[config.mk]
export PLATFORM = sky130hd
export DESIGN_NAME = noise_matrix_reader
export DESIGN_NICKNAME = d
export VERILOG_FILES = /design/src/rtl/noise_pkg.sv /design/src/rtl/noise_rd_skid.sv /design/src/rtl/noise_matrix_reader.sv
export SDC_FILE = /design/constraint.sdc
export NUM_CORES = 1
export LEC_CHECK = 0
export ABC_AREA = 1
export CAP_MARGIN = 20
export CORE_ASPECT_RATIO = 1.1
export CORE_MARGIN = 2
export CORE_UTILIZATION = 40
export CTS_CLUSTER_SIZE = 30
export DETAILED_ROUTE_END_ITERATION = 16
export HOLD_SLACK_MARGIN = 0.03
export SLEW_MARGIN = 20
export SYNTH_ARGS = -nofsm -noshare
export SYNTH_HDL_FRONTEND = slang
export SYNTH_SLANG_ARGS = --single-unit
[constraint.sdc]
create_clock -name clk -period 3 [get_ports clk]
set_input_delay 0.75 -clock clk [delete_from_list [all_inputs] [get_ports clk]]
set_output_delay 0.75 -clock clk [all_outputs]
set_load 0.05 [all_outputs]
[src/rtl/noise_pkg.sv]
// Shared definitions for the noise matrix reader and filler: matrix size codes,
// the FSM state encoding and the N / W derivation used to size a matrix.
package noise_pkg;

  // Matrix dimension codes: N = 4 << code
  localparam logic [2:0] SIZE_4X4     = 3'd0;
  localparam logic [2:0] SIZE_8X8     = 3'd1;
  localparam logic [2:0] SIZE_16X16   = 3'd2;
  localparam logic [2:0] SIZE_32X32   = 3'd3;
  localparam logic [2:0] SIZE_64X64   = 3'd4;
  localparam logic [2:0] SIZE_128X128 = 3'd5;
  localparam logic [2:0] MAX_SIZE_CODE = SIZE_128X128;

  typedef enum logic [1:0] {
    ST_IDLE  = 2'd0,
    ST_READ  = 2'd1,
    ST_DRAIN = 2'd2,
    ST_DONE  = 2'd3
  } noise_state_e;

  // Codes above the largest matrix fold onto the largest matrix.
  function automatic logic [2:0] noise_clamp_size(input logic [2:0] code);
    return (code > MAX_SIZE_CODE) ? MAX_SIZE_CODE : code;
  endfunction

  // Matrix dimension N (4..128).
  function automatic logic [7:0] noise_dim(input logic [2:0] code);
    return 8'd4 << noise_clamp_size(code);
  endfunction

  // Word count W = N*N (16..16384).
  function automatic logic [15:0] noise_words(input logic [2:0] code);
    return 16'd16 << {noise_clamp_size(code), 1'b0};
  endfunction

endpackage

[src/rtl/noise_rd_skid.sv]
// Two-entry valid/ready buffer between the BRAM read return and the output
// stream. The head entry drives the outputs directly from flops, so data and
// sideband bits stay put while the consumer stalls.
module noise_rd_skid #(
  parameter int WIDTH = 65
) (
  input  logic             clk,
  input  logic             rst_n,
  input  logic             in_valid,
  input  logic [WIDTH-1:0] in_data,
  output logic             out_valid,
  input  logic             out_ready,
  output logic [WIDTH-1:0] out_data,
  output logic [1:0]       count
);

  logic [WIDTH-1:0] head_q, head_d;
  logic [WIDTH-1:0] tail_q, tail_d;
  logic [1:0]       count_q, count_d;
  logic             pop;

  assign pop       = (count_q != 2'd0) && out_ready;
  assign out_valid = (count_q != 2'd0);
  assign out_data  = head_q;
  assign count     = count_q;

  // Push/pop bookkeeping; the producer never pushes into a full buffer
  // without a simultaneous pop because it throttles on count + in-flight reads.
  always_comb begin
    head_d  = head_q;
    tail_d  = tail_q;
    count_d = count_q;
    case ({in_valid, pop})
      2'b10: begin
        if (count_q == 2'd0) head_d = in_data;
        else                 tail_d = in_data;
        count_d = count_q + 2'd1;
      end
      2'b01: begin
        head_d  = tail_q;
        count_d = count_q - 2'd1;
      end
      2'b11: begin
        if (count_q == 2'd1) begin
          head_d = in_data;
        end else begin
          head_d = tail_q;
          tail_d = in_data;
        end
      end
      default: ;
    endcase
  end

  // Buffer storage and occupancy; cleared so the stream outputs read zero in reset.
  always_ff @(posedge clk or negedge rst_n) begin
    if (!rst_n) begin
      head_q  <= '0;
      tail_q  <= '0;
      count_q <= 2'd0;
    end else begin
      head_q  <= head_d;
      tail_q  <= tail_d;
      count_q <= count_d;
    end
  end

endmodule

[src/rtl/noise_matrix_reader.sv]
// Streams one N x N noise matrix out of BRAM in row-major order on a
// valid/ready stream, with tlast on the final word and a done pulse after it.
// Optional feature: define NOISE_READER_ROW_LAST_EN to add m_trow_last,
// flagging the last column of every row.
module noise_matrix_reader
  import noise_pkg::*;
#(
  parameter int DATA_WIDTH = 64,
  parameter int ADDR_WIDTH = 14
) (
  input  logic                  clk,
  input  logic                  rst_n,
  input  logic                  start,
  input  logic [2:0]            size,
  output logic                  bram_en,
  output logic [ADDR_WIDTH-1:0] bram_addr,
  input  logic [DATA_WIDTH-1:0] bram_rdata,
  output logic [DATA_WIDTH-1:0] m_tdata,
  output logic                  m_tvalid,
  input  logic                  m_tready,
  output logic                  m_tlast,
  output logic                  busy,
  output logic                  done
`ifdef NOISE_READER_ROW_LAST_EN
  ,
  output logic                  m_trow_last
`endif
);

  // One extra address bit so that W = 2**ADDR_WIDTH still has a distinct end.
  localparam int AW1 = ADDR_WIDTH + 1;
`ifdef NOISE_READER_ROW_LAST_EN
  localparam int PW = DATA_WIDTH + 2;
`else
  localparam int PW = DATA_WIDTH + 1;
`endif

  noise_state_e   state_q, state_d;
  logic [2:0]     size_q, size_d;
  logic [AW1-1:0] addr_q, addr_d;
  logic [AW1-1:0] last_addr;
  logic           inflight_q, inflight_d;
  logic           inflight_last_q, inflight_last_d;
  logic           issue, issue_last, pop;
  logic [1:0]     occ, budget;
  logic [PW-1:0]  push_payload, head_payload;
  logic           head_valid;

`ifdef NOISE_READER_ROW_LAST_EN
  logic [6:0]     col_q, col_d;
  logic [6:0]     col_max;
  logic           inflight_row_last_q, inflight_row_last_d;
`endif

  assign last_addr = AW1'(noise_words(size_q) - 16'd1);
  assign pop       = head_valid & m_tready;

  // Words already committed to the buffer this cycle plus the read returning
  // now; the word leaving on this edge frees its slot so that a steady
  // m_tready=1 stream keeps one read issued per cycle.
  assign budget     = occ - {1'b0, pop} + {1'b0, inflight_q};
  assign issue      = (state_q == ST_READ) && (budget < 2'd2);
  assign issue_last = issue && (addr_q == last_addr);

  // State register.
  always_ff @(posedge clk or negedge rst_n) begin
    if (!rst_n) state_q <= ST_IDLE;
    else        state_q <= state_d;
  end

  // Next-state logic; start is only honoured from IDLE.
  always_comb begin
    state_d = state_q;
    case (state_q)
      ST_IDLE:  if (start) state_d = ST_READ;
      ST_READ:  if (issue_last) state_d = ST_DRAIN;
      ST_DRAIN: if (pop && m_tlast) state_d = ST_DONE;
      ST_DONE:  state_d = ST_IDLE;
      default:  state_d = ST_IDLE;
    endcase
  end

  // FSM outputs.
  always_comb begin
    bram_en = issue;
    busy    = (state_q != ST_IDLE);
    done    = (state_q == ST_DONE);
  end

  // Latch the matrix size and walk the read address; tag each read with
  // whether it is the final word so the tag lands with its data.
  always_comb begin
    size_d          = size_q;
    addr_d          = addr_q;
    inflight_d      = issue;
    inflight_last_d = issue_last;
    if ((state_q == ST_IDLE) && start) begin
      size_d = noise_clamp_size(size);
      addr_d = '0;
    end else if (issue) begin
      addr_d = addr_q + AW1'(1);
    end
  end

  // Address counter, latched size and read-return tracking.
  always_ff @(posedge clk or negedge rst_n) begin
    if (!rst_n) begin
      size_q          <= 3'd0;
      addr_q          <= '0;
      inflight_q      <= 1'b0;
      inflight_last_q <= 1'b0;
    end else begin
      size_q          <= size_d;
      addr_q          <= addr_d;
      inflight_q      <= inflight_d;
      inflight_last_q <= inflight_last_d;
    end
  end

  assign bram_addr = addr_q[ADDR_WIDTH-1:0];

`ifdef NOISE_READER_ROW_LAST_EN
  assign col_max = 7'(noise_dim(size_q) - 8'd1);

  // Column index of the next issued read, wrapping at N-1.
  always_comb begin
    col_d               = col_q;
    inflight_row_last_d = issue && (col_q == col_max);
    if ((state_q == ST_IDLE) && start) col_d = 7'd0;
    else if (issue)                    col_d = (col_q == col_max) ? 7'd0 : col_q + 7'd1;
  end

  // Column counter and the row-end tag travelling with the read.
  always_ff @(posedge clk or negedge rst_n) begin
    if (!rst_n) begin
      col_q               <= 7'd0;
      inflight_row_last_q <= 1'b0;
    end else begin
      col_q               <= col_d;
      inflight_row_last_q <= inflight_row_last_d;
    end
  end

  assign push_payload = {inflight_row_last_q, inflight_last_q, bram_rdata};
  assign m_trow_last  = head_payload[DATA_WIDTH+1];
`else
  assign push_payload = {inflight_last_q, bram_rdata};
`endif

  noise_rd_skid #(
    .WIDTH(PW)
  ) u_skid (
    .clk      (clk),
    .rst_n    (rst_n),
    .in_valid (inflight_q),
    .in_data  (push_payload),
    .out_valid(head_valid),
    .out_ready(m_tready),
    .out_data (head_payload),
    .count    (occ)
  );

  assign m_tvalid = head_valid;
  assign m_tdata  = head_payload[DATA_WIDTH-1:0];
  assign m_tlast  = head_payload[DATA_WIDTH];

endmodule

==> results of run 1 <==
## per-layer routing
layer | wire (µm) | vias to the layer above
li1 | - | 3076
met1 | 8190 | 2787
met2 | 8430 | 136
met3 | 920 | 21
met4 | 235 | 0
met5 | 0 | -
## sequential cells by signal, summed over array words and instances, names as in the netlist
signal           flops
u_skid.out_data     65
u_skid.count         2
state_q              2
inflight_q           1
addr_q              15
u_skid.tail_q       65
inflight_last_q      1
size_q               3
## cell usage after synthesis (all sizes together)
master / count / area share, %
clkbuf: 26 / 1.4
nand4: 3 / 0.25
a21oi: 12 / 0.81
o21a: 1 / 0.10
buf: 38 / 3.1
nand3: 20 / 1.5
xnor2: 2 / 0.24
a31oi: 64 / 5.4
nand2: 122 / 6.5
nor3: 7 / 0.69
dfrtp: 154 / 52
or2: 66 / 5.6
ha: 13 / 2.2
o22ai: 1 / 0.084
o21ai: 147 / 9.9
nor2: 89 / 4.9
inv: 108 / 5.5
xor2: 1 / 0.12
## layout make-up
| class | count | area, µm² | share of cell area, % |
|---|---|---|---|
| Timing Repair Buffer | 172 | 1800 | 18.2 |
| Sequential cell | 154 | 3850 | 38.9 |
| Inverter | 108 | 409 | 4.13 |
| Multi-Input combinational cell | 548 | 2890 | 29.2 |
| Tap cell | 243 | 304 | 3.07 |
| Clock buffer | 20 | 447 | 4.51 |
| Antenna cell | 1 | 2.50 | 0.0253 |
| Clock inverter | 11 | 194 | 1.96 |
## what timing repair did
item	in CTS	in global routing
setup buffers	1	0
setup endpoints to repair	1	1
hold endpoints to repair	0	0
resized for setup	1	3
pin swaps	0	4
## power groups by stage
| stage | sequential, mW | combinational (mW) | clock (mW) |
|---|---|---|---|
| 2_1_floorplan | 4.99 | 2.35 | 0 |
| 3_5_place_dp | 3.53 | 5.75 | 0 |
| 5_1_grt | 3.62 | 6.24 | 2.49 |
| 3_3_place_gp | 3.52 | 5.69 | 0 |
| 6_report | 3.51 | 5.71 | 2.36 |
| 4_1_cts | 3.51 | 5.78 | 2.41 |
## cell families after synthesis
logic type | after synthesis
simple gates | 307
compound gates | 225
buf+inv | 172
flops | 154
fa+ha+maj | 13
xor+xnor | 3
## layout by cell type (no fill, tap or decap), types with 3 or more instances in the layout
| cell | instances |
|---|---|
| bufinv_16 | 5 |
| nand4_1 | 3 |
| or2_2 | 57 |
| nand3_1 | 18 |
| a21oi_1 | 11 |
| buf_4 | 10 |
| inv_1 | 102 |
| buf_12 | 10 |
| a31oi_1 | 64 |
| or2_1 | 9 |
| ha_1 | 12 |
| clkdlybuf4s50_1 | 151 |
| nand2_1 | 114 |
| clkbuf_16 | 17 |
| dfrtp_1 | 154 |
| nand2_2 | 7 |
| nor2_1 | 83 |
| o21ai_0 | 138 |
| nor2_4 | 4 |
| inv_2 | 5 |
| nor3_1 | 5 |
| o21ai_1 | 8 |
## worst reg2reg max path, stage by stage (launching register included)
cell     delay, ns
dfrtp_1       0.40
inv_1         0.09
ha_1          0.16
inv_2         0.04
nand2_2       0.07
inv_2         0.04
ha_1          0.28
nor2_2        0.12
inv_1         0.06
nand2_2       0.08
nand3_4       0.09
buf_4         0.17
nor2_4        0.14
nand2_4       0.09
nor2_4        0.11
nand2_1       0.06
nand2_1       0.05
inv_1         0.03
nor2_1        0.10
## worst min path at each step
stage | startpoint | to | cells past startpoint
after floorplan | rst_n | addr_q[0] | 0
after global placement | u_skid.tail_q[31] | u_skid.tail_q[31] | 2
after detailed placement | u_skid.tail_q[7] | u_skid.tail_q[7] | 2
after CTS | rst_n | u_skid.out_data[2] | 1
after global routing | rst_n | u_skid.out_data[2] | 1
final | rst_n | u_skid.out_data[2] | 1
==> flow_metrics.py, run 1 <==
metrics = {
    "synth": {
        "synth_seq_cells": 154,
        "yosysWarnings": 0,
        "synth_xor_area_share_pct": 0.354,
        "synth_compound_area_share_pct": 16.3,
        "synth_top_family_by_area": "simple AND/OR/NAND/NOR gates",
        "synthMuxAreaShare_pct": 0,
        "ys_types": 32,
        "syn_area_um2": 7430,
        "postSynthCellCount": 874,
        "syn_avg_cell_area_um2": 8.50,
        "yosys.area_share.simple_pct": 19.4,
        "synthesis.nets": 958,
        "yosysSeqAreaShare_pct": 51.9,
        "synthAdderAreaFrac_pct": 2.19,
    },
    "drt": {
        "viasPerCell": 4.79,
        "drt-initial-drc-count": 453,
        "routed_wirelength_um": 17800,
        "drtPass1Iterations": 4,
        "ant_nets": 0,
        "routedWlPerCell_um": 14.1,
        "vias": 6020,
        "drc": 0,
    },
    "power_and_ir_drop": {
        "ir_drop_mv": 0.528,
        "swShare_pct": 43.5,
        "p_switching_mw": 5.03,
        "powerDensity_nw_per_um2": 1170,
        "intPower_mw": 6.54,
        "pwr-share-clk_pct": 20.4,
        "p_seq_share_pct": 30.3,
        "p_total_mw": 11.6,
        "leakage_nw": 4.47,
        "pwr-share-comb_pct": 49.3,
    },
    "final_layout": {
        "final_cell_count_no_fill": 1257,
        "drive_above_1_share_pct": 13.3,
        "design_area_um2": 9900,
        "area_delta_synth_final_pct": 33.2,
        "final_core_util_pct": 54.1,
        "fill_cells": 1704,
        "layout.nets": 1085,
    },
    "sta": {
        "setup_tns_ns": 0,
        "grt_setup_unrepaired": "no",
        "worst_pin_slew_ns": 0.640,
        "finalSetupViolations": 0,
        "setup_ws_ns": 0.111,
        "final-hold-violation-count": 0,
        "slew_violations": 0,
        "holdWs_ns": 0.311,
        "period_needed_ns": 2.89,
        "maxSlewHeadroom_pct": 57.3,
        "max_freq_ghz": 0.346,
        "finalCritPeriodShare_pct": 96.3,
        "skew_ns": 0.00973,
    },
    "placement": {
        "place.gp.congestion": 0.797,
        "dp.cells": 1224,
        "io_buffers": 153,
        "hpwl_um": 11600,
        "pre_cts_ws_ns": 0.0233,
        "placed_area_um2": 9240,
    },
    "grt": {
        "globalRouteMet3Util_pct": 4.07,
        "met1_usage_pct": 25.1,
        "first_global_vias": 5881,
        "grt_util_all_layers_pct": 18.8,
        "grt_pass1_wl_um": 29700,
        "grt-ovfl-total": 0,
        "grt-busiest-layer": "met2",
        "use_met2_pct": 30.7,
        "grt_max_degree": 83,
        "antenna_found_initial": 1,
    },
    "cts": {
        "cts_tree": "yes",
        "cts_buffers": 17,
        "clock_path_buffers": 2,
        "cts_htree_levels": 4,
        "ctsHoldBuffers": 0,
        "clock_insertion_delay_worst_skew_ns": 0.42,
        "cts_sinks": 154,
        "clockRootBuffer": "clkbuf_16",
        "path_clk_slew_ns": 0.06,
    },
    "critical_path": {
        "cpPeakStageDelay_ns": 0.47,
        "path_delay_family": "buffers and inverters",
        "crit_path_max_fanout": 2,
        "cp.depth": 10,
        "required_ns": 2.25,
        "crit_path_top_delay_cell": "clkdlybuf4s50_1",
        "end_kind": "output pin",
        "crit_chain": "clkdlybuf4s50_1, nand2_2, inv_2, ha_1, nor2_2, inv_1, nand2_2, nand3_4, clkinvlp_4, buf_12",
        "timing.critical_path.mode_cell": "nand2_2",
        "cp.buffers_inverters": 5,
        "cp-startpoint": "m_tready",
        "timing.rr.start": "u_skid.count[0]",
        "reg2reg_depth": 18,
        "arrival_ns": 2.14,
        "criticalPathCategory": "input port to output pin",
        "r2r_slack_ns": 0.76,
        "endpoint": "bram_en",
        "r2r-end": "addr_q[14]",
        "start_kind": "input port",
    },
    "die": {
        "die_height_um": 147,
        "chipWidth_um": 134,
        "row_count": 52,
        "io-pin-count": 154,
        "core_area_um2": 18300,
        "initial_core_util_pct": 40.7,
        "dieArea_um2": 19700,
    },
    "worst_hold_path": {
        "hp-class": "input port to async pin",
    },
    "status": {
        "outcome": "finished clean",
    },
    "run": {
        "cap_violations": 0,
    },
}
(Power assumes the default switching activity.)
==> run 2, diff against run 1 <==
- CTS_BUF_LIST: default -> sky130_fd_sc_hd__clkbuf_16
==> flow_metrics.py, run 2 (synthesis results as in run 1) <==
metrics = {
    "die": {
        "row_count": 52,
        "dieArea_um2": 19700,
        "die_height_um": 147,
        "io-pin-count": 154,
        "initial_core_util_pct": 40.7,
        "core_area_um2": 18300,
        "chipWidth_um": 134,
    },
    "power_and_ir_drop": {
        "intPower_mw": 6.51,
        "leakage_nw": 4.47,
        "pwr-share-clk_pct": 20.1,
        "swShare_pct": 43.6,
        "p_switching_mw": 5.03,
        "ir_drop_mv": 0.528,
        "powerDensity_nw_per_um2": 1170,
        "pwr-share-comb_pct": 49.5,
        "p_seq_share_pct": 30.4,
    },
    "critical_path": {
        "required_ns": 2.25,
        "cpPeakStageDelay_ns": 0.47,
        "timing.rr.start": "u_skid.count[0]",
        "start_kind": "input port",
        "r2r-end": "addr_q[14]",
        "end_kind": "output pin",
        "criticalPathCategory": "input port to output pin",
        "timing.critical_path.mode_cell": "nand2_2",
        "r2r_slack_ns": 0.76,
        "path_delay_family": "buffers and inverters",
        "crit_path_top_delay_cell": "clkdlybuf4s50_1",
        "arrival_ns": 2.14,
        "crit_chain": "clkdlybuf4s50_1, nand2_2, inv_2, ha_1, nor2_2, inv_1, nand2_2, nand3_4, clkinvlp_4, buf_12",
        "cp.buffers_inverters": 5,
        "reg2reg_depth": 18,
        "crit_path_max_fanout": 2,
    },
    "cts": {
        "clockRootBuffer": "clkbuf_16",
        "cts_sinks": 154,
        "clock_path_buffers": 2,
        "cts_buffers": 17,
        "clock_insertion_delay_worst_skew_ns": 0.42,
        "cts_tree": "yes",
        "cts_htree_levels": 4,
        "path_clk_slew_ns": 0.06,
        "ctsHoldBuffers": 0,
    },
    "drt": {
        "routed_wirelength_um": 17700,
        "drc": 0,
        "drtPass1Iterations": 4,
        "viasPerCell": 4.80,
        "vias": 6030,
        "routedWlPerCell_um": 14.1,
        "ant_nets": 0,
        "drt-initial-drc-count": 425,
    },
    "sta": {
        "setup_tns_ns": 0,
        "period_needed_ns": 2.89,
        "worst_pin_slew_ns": 0.640,
        "final-hold-violation-count": 0,
        "slew_violations": 0,
        "finalCritPeriodShare_pct": 96.3,
        "maxSlewHeadroom_pct": 57.3,
        "skew_ns": 0.00897,
        "grt_setup_unrepaired": "no",
        "max_freq_ghz": 0.346,
        "setup_ws_ns": 0.111,
        "finalSetupViolations": 0,
        "holdWs_ns": 0.313,
    },
    "final_layout": {
        "multiInputGateArea_um2": 2890,
        "seqCellArea_um2": 3850,
        "layout.nets": 1085,
        "area_delta_synth_final_pct": 33.0,
        "final_core_util_pct": 54.1,
        "final_common_cell": "dfrtp_1",
        "drive_above_1_share_pct": 13.2,
        "fill_cells": 1706,
        "layout_common_cells": "154 x dfrtp_1, 151 x clkdlybuf4s50_1, 138 x o21ai_0",
    },
    "grt": {
        "grt_util_all_layers_pct": 18.8,
        "grt_max_degree": 83,
        "grt_pass1_wl_um": 29800,
        "grt-ovfl-total": 0,
        "antenna_found_initial": 1,
        "first_global_vias": 5886,
    },
    "status": {
        "outcome": "finished clean",
    },
    "run": {
        "cap_violations": 0,
    },
    "placement": {
        "pre_cts_ws_ns": 0.0233,
        "place.gp.congestion": 0.797,
        "hpwl_um": 11600,
        "io_buffers": 153,
    },
    "worst_hold_path": {
        "hp-class": "input port to async pin",
    },
}
[run 2: cell types whose count changed in the layout (fill, tap and decap cells not counted), sizes merged]
cell / delta
clkbuf: -3
clkinv: +1
inv: +2
[run 2: through the flow]
| stage | total power, mW | instance area [µm²] | cells |
|---|---|---|---|
| floorplan | 7.35 | 7440 | 874 |
| global placement | 9.21 | 9240 | 1224 |
| detailed placement | 9.28 | 9240 | 1224 |
| CTS | 11.7 | 9880 | 1256 |
| global route | 12.3 | 9890 | 1256 |
| finish | 11.5 | 9890 | 1257 |
[run 2: how the worst max path moves through the flow]
stage                    start  endpoint  depth (start not counted)
2_1_floorplan  u_skid.count[0]   bram_en                         10
3_3_place_gp          m_tready   bram_en                          9
3_5_place_dp          m_tready   bram_en                          9
4_1_cts               m_tready   bram_en                          9
5_1_grt               m_tready   bram_en                         11
6_report              m_tready   bram_en                         10
[run 2: worst reg2reg max path, cell delays in order (launching register included)]
cell     delay [ns]
dfrtp_1        0.40
inv_1          0.09
ha_1           0.16
inv_2          0.04
nand2_2        0.07
inv_2          0.04
ha_1           0.28
nor2_2         0.12
inv_1          0.06
nand2_2        0.08
nand3_4        0.09
buf_4          0.17
nor2_4         0.14
nand2_4        0.09
nor2_4         0.11
nand2_1        0.05
nand2_1        0.05
inv_1          0.03
nor2_1         0.10
[run 2: layout make-up]
class	instances	area share (%)
multi-input combinational	548	29.2
timing repair buffer	172	18.2
clock inverter	14	2.08
tap	243	3.07
clock buffer	17	4.30
inverter	108	4.14
sequential	154	39.0
antenna	1	0.0253
[run 2: metal layers]
| layer | vias up | routed length, µm | global-route usage (%) | part of all wire, % |
|---|---|---|---|---|
| met5 | - | 0 | 0 | 0 |
| li1 | 3074 | - | - | - |
| met3 | 18 | 873 | 3.97 | 4.9 |
| met1 | 2803 | 8190 | 25.1 | 46 |
| met2 | 135 | 8460 | 30.7 | 48 |
| met4 | 0 | 219 | 6.17 | 1.2 |
[run 2: what timing repair did]
item | CTS | global route
endpoints found under the setup margin | 1 | 1
gates resized for setup | 1 | 3
pin swaps | 0 | 4
cloned | 0 | 0
setup buffers | 1 | 0
[run 2: power groups by stage]
stage | clock, mW | combinational [mW] | sequential (mW)
floorplan | 0 | 2.35 | 4.99
global placement | 0 | 5.69 | 3.52
detailed placement | 0 | 5.75 | 3.53
CTS | 2.37 | 5.78 | 3.51
global route | 2.45 | 6.24 | 3.62
finish | 2.32 | 5.71 | 3.51
==> run 3, diff against run 2 <==
- DONT_BUFFER_PORTS: default -> 1
==> flow_metrics.py, run 3 (synthesis results as in run 1) <==
metrics = {
    "status": {
        "outcome": "finished clean",
    },
    "die": {
        "initial_core_util_pct": 40.7,
        "die_height_um": 147,
        "io-pin-count": 154,
        "core_area_um2": 18300,
        "row_count": 52,
        "dieArea_um2": 19700,
        "chipWidth_um": 134,
    },
    "grt": {
        "antenna_found_initial": 1,
        "grt_max_degree": 155,
        "grt_pass1_wl_um": 28000,
        "first_global_vias": 5234,
        "grt_util_all_layers_pct": 18.0,
        "grt-ovfl-total": 0,
    },
    "drt": {
        "drtPass1Iterations": 5,
        "routed_wirelength_um": 16800,
        "drt-initial-drc-count": 304,
        "ant_nets": 0,
        "viasPerCell": 5.02,
        "vias": 5530,
        "routedWlPerCell_um": 15.3,
        "drc": 0,
    },
    "power_and_ir_drop": {
        "leakage_nw": 3.82,
        "powerDensity_nw_per_um2": 1250,
        "ir_drop_mv": 0.464,
    },
    "sta": {
        "maxSlewHeadroom_pct": 52.7,
        "setup_tns_ns": 0,
        "finalCritPeriodShare_pct": 95.1,
        "skew_ns": 0.0144,
        "max_freq_ghz": 0.350,
        "slew_violations": 0,
        "grt_setup_unrepaired": "no",
        "final-hold-violation-count": 0,
        "finalSetupViolations": 0,
        "period_needed_ns": 2.85,
        "setup_ws_ns": 0.146,
        "worst_pin_slew_ns": 0.710,
    },
    "critical_path": {
        "crit_path_max_fanout": 7,
        "timing.rr.start": "u_skid.count[0]",
        "required_ns": 2.25,
        "arrival_ns": 2.10,
        "criticalPathCategory": "flop to output pin",
        "end_kind": "output pin",
        "cp-startpoint": "u_skid.count[0]",
        "start_kind": "flop",
        "r2r_slack_ns": 0.72,
    },
    "cts": {
        "cts_sinks": 154,
        "cts_tree": "yes",
        "path_clk_slew_ns": 0.07,
        "cts_htree_levels": 4,
        "clockRootBuffer": "clkbuf_16",
        "cts_buffers": 17,
        "clock_path_buffers": 2,
        "clock_insertion_delay_worst_skew_ns": 0.43,
    },
    "final_layout": {
        "final_cell_count_no_fill": 1101,
        "layout_common_cells": "154 x dfrtp_1, 138 x o21ai_0, 114 x nand2_1",
        "layout.nets": 928,
        "drive_above_1_share_pct": 15.2,
        "seqCellArea_um2": 3850,
        "multiInputGateArea_um2": 2890,
        "fill_cells": 1818,
        "final_common_cell": "dfrtp_1",
        "area_delta_synth_final_pct": 10.7,
    },
    "placement": {
        "hpwl_um": 10400,
        "io_buffers": 0,
        "pre_cts_ws_ns": 0.323,
        "place.gp.congestion": 0.773,
        "dp.cells": 1065,
    },
    "run": {
        "cap_violations": 0,
    },
    "worst_hold_path": {
        "hp-class": "input port to async pin",
    },
}
## run 3: cell types whose count changed in the layout (fill, tap and decap cells not counted), sizes merged
cell           before  now
buf                21   15
bufinv              5    4
clkdlybuf4s50     151    0
inv               110  112
## run 3: path summary, 6_finish.rpt
check                                       to  depth (start not counted)
setup reg to reg           u_skid.out_data[45]                         11
setup / recovery                       bram_en                         10
hold / removal              u_skid.out_data[1]                          0
max in group asynchronous           state_q[0]                          0
min in group clk                     size_q[1]                          2
hold reg to reg              u_skid.tail_q[30]                          2
## run 3: worst max-delay path, cell delays in order, from the launching register on
cell        delay, ns
dfrtp_1          0.39
inv_1            0.09
ha_1             0.14
inv_1            0.05
nand2_2          0.07
inv_2            0.05
ha_1             0.27
nor2_2           0.12
nand3_2          0.10
nand3_4          0.08
clkinvlp_4       0.31
## run 3: cell type report
| cell class | instances | area share [%] |
|---|---|---|
| Sequential cell | 154 | 46.8 |
| Inverter | 108 | 4.97 |
| Tap cell | 243 | 3.69 |
| Antenna cell | 1 | 0.0304 |
| Clock buffer | 17 | 5.17 |
| Timing Repair Buffer | 15 | 1.82 |
| Clock inverter | 15 | 2.37 |
| Multi-Input combinational cell | 548 | 35.1 |
## run 3: report_power, final
group          internal, mW  switching [mW]
registers              2.97            2.20
logic                  1.09            1.77
clock network          1.40           0.890
total                  5.46            4.85
## run 3: stage by stage
| stage | utilization (%) | hold slack (ns) | area (µm²) | power, mW |
|---|---|---|---|---|
| after global routing | 45.0 | -0.0169 | 8230 | 11.0 |
| after floorplan | - | 0.447 | 7440 | 7.35 |
| after detailed placement | 41.4 | 0.458 | 7580 | 8.09 |
| final | 45.0 | 0.0149 | 8230 | 10.3 |
| after CTS | 44.9 | -0.00460 | 8210 | 10.4 |
| after global placement | 41.4 | 0.458 | 7580 | 8.01 |
## run 3: layer usage
metal	up-vias	wire length [µm]	track usage, %
met2	136	8020	28.3
li1	2757	-	-
met1	2622	7620	23.6
met4	0	182	6.22
met5	-	0	0
met3	15	970	5.62
## run 3: repair_timing
| action | 4_1_cts | 5_1_grt |
|---|---|---|
| hold endpoints to repair | 154 | 148 |
| pin swaps | 1 | 1 |
| cloned | 0 | 0 |
| gates resized for setup | 0 | 3 |
| setup endpoints to repair | 1 | 1 |
| buffers inserted | 1 | 2 |
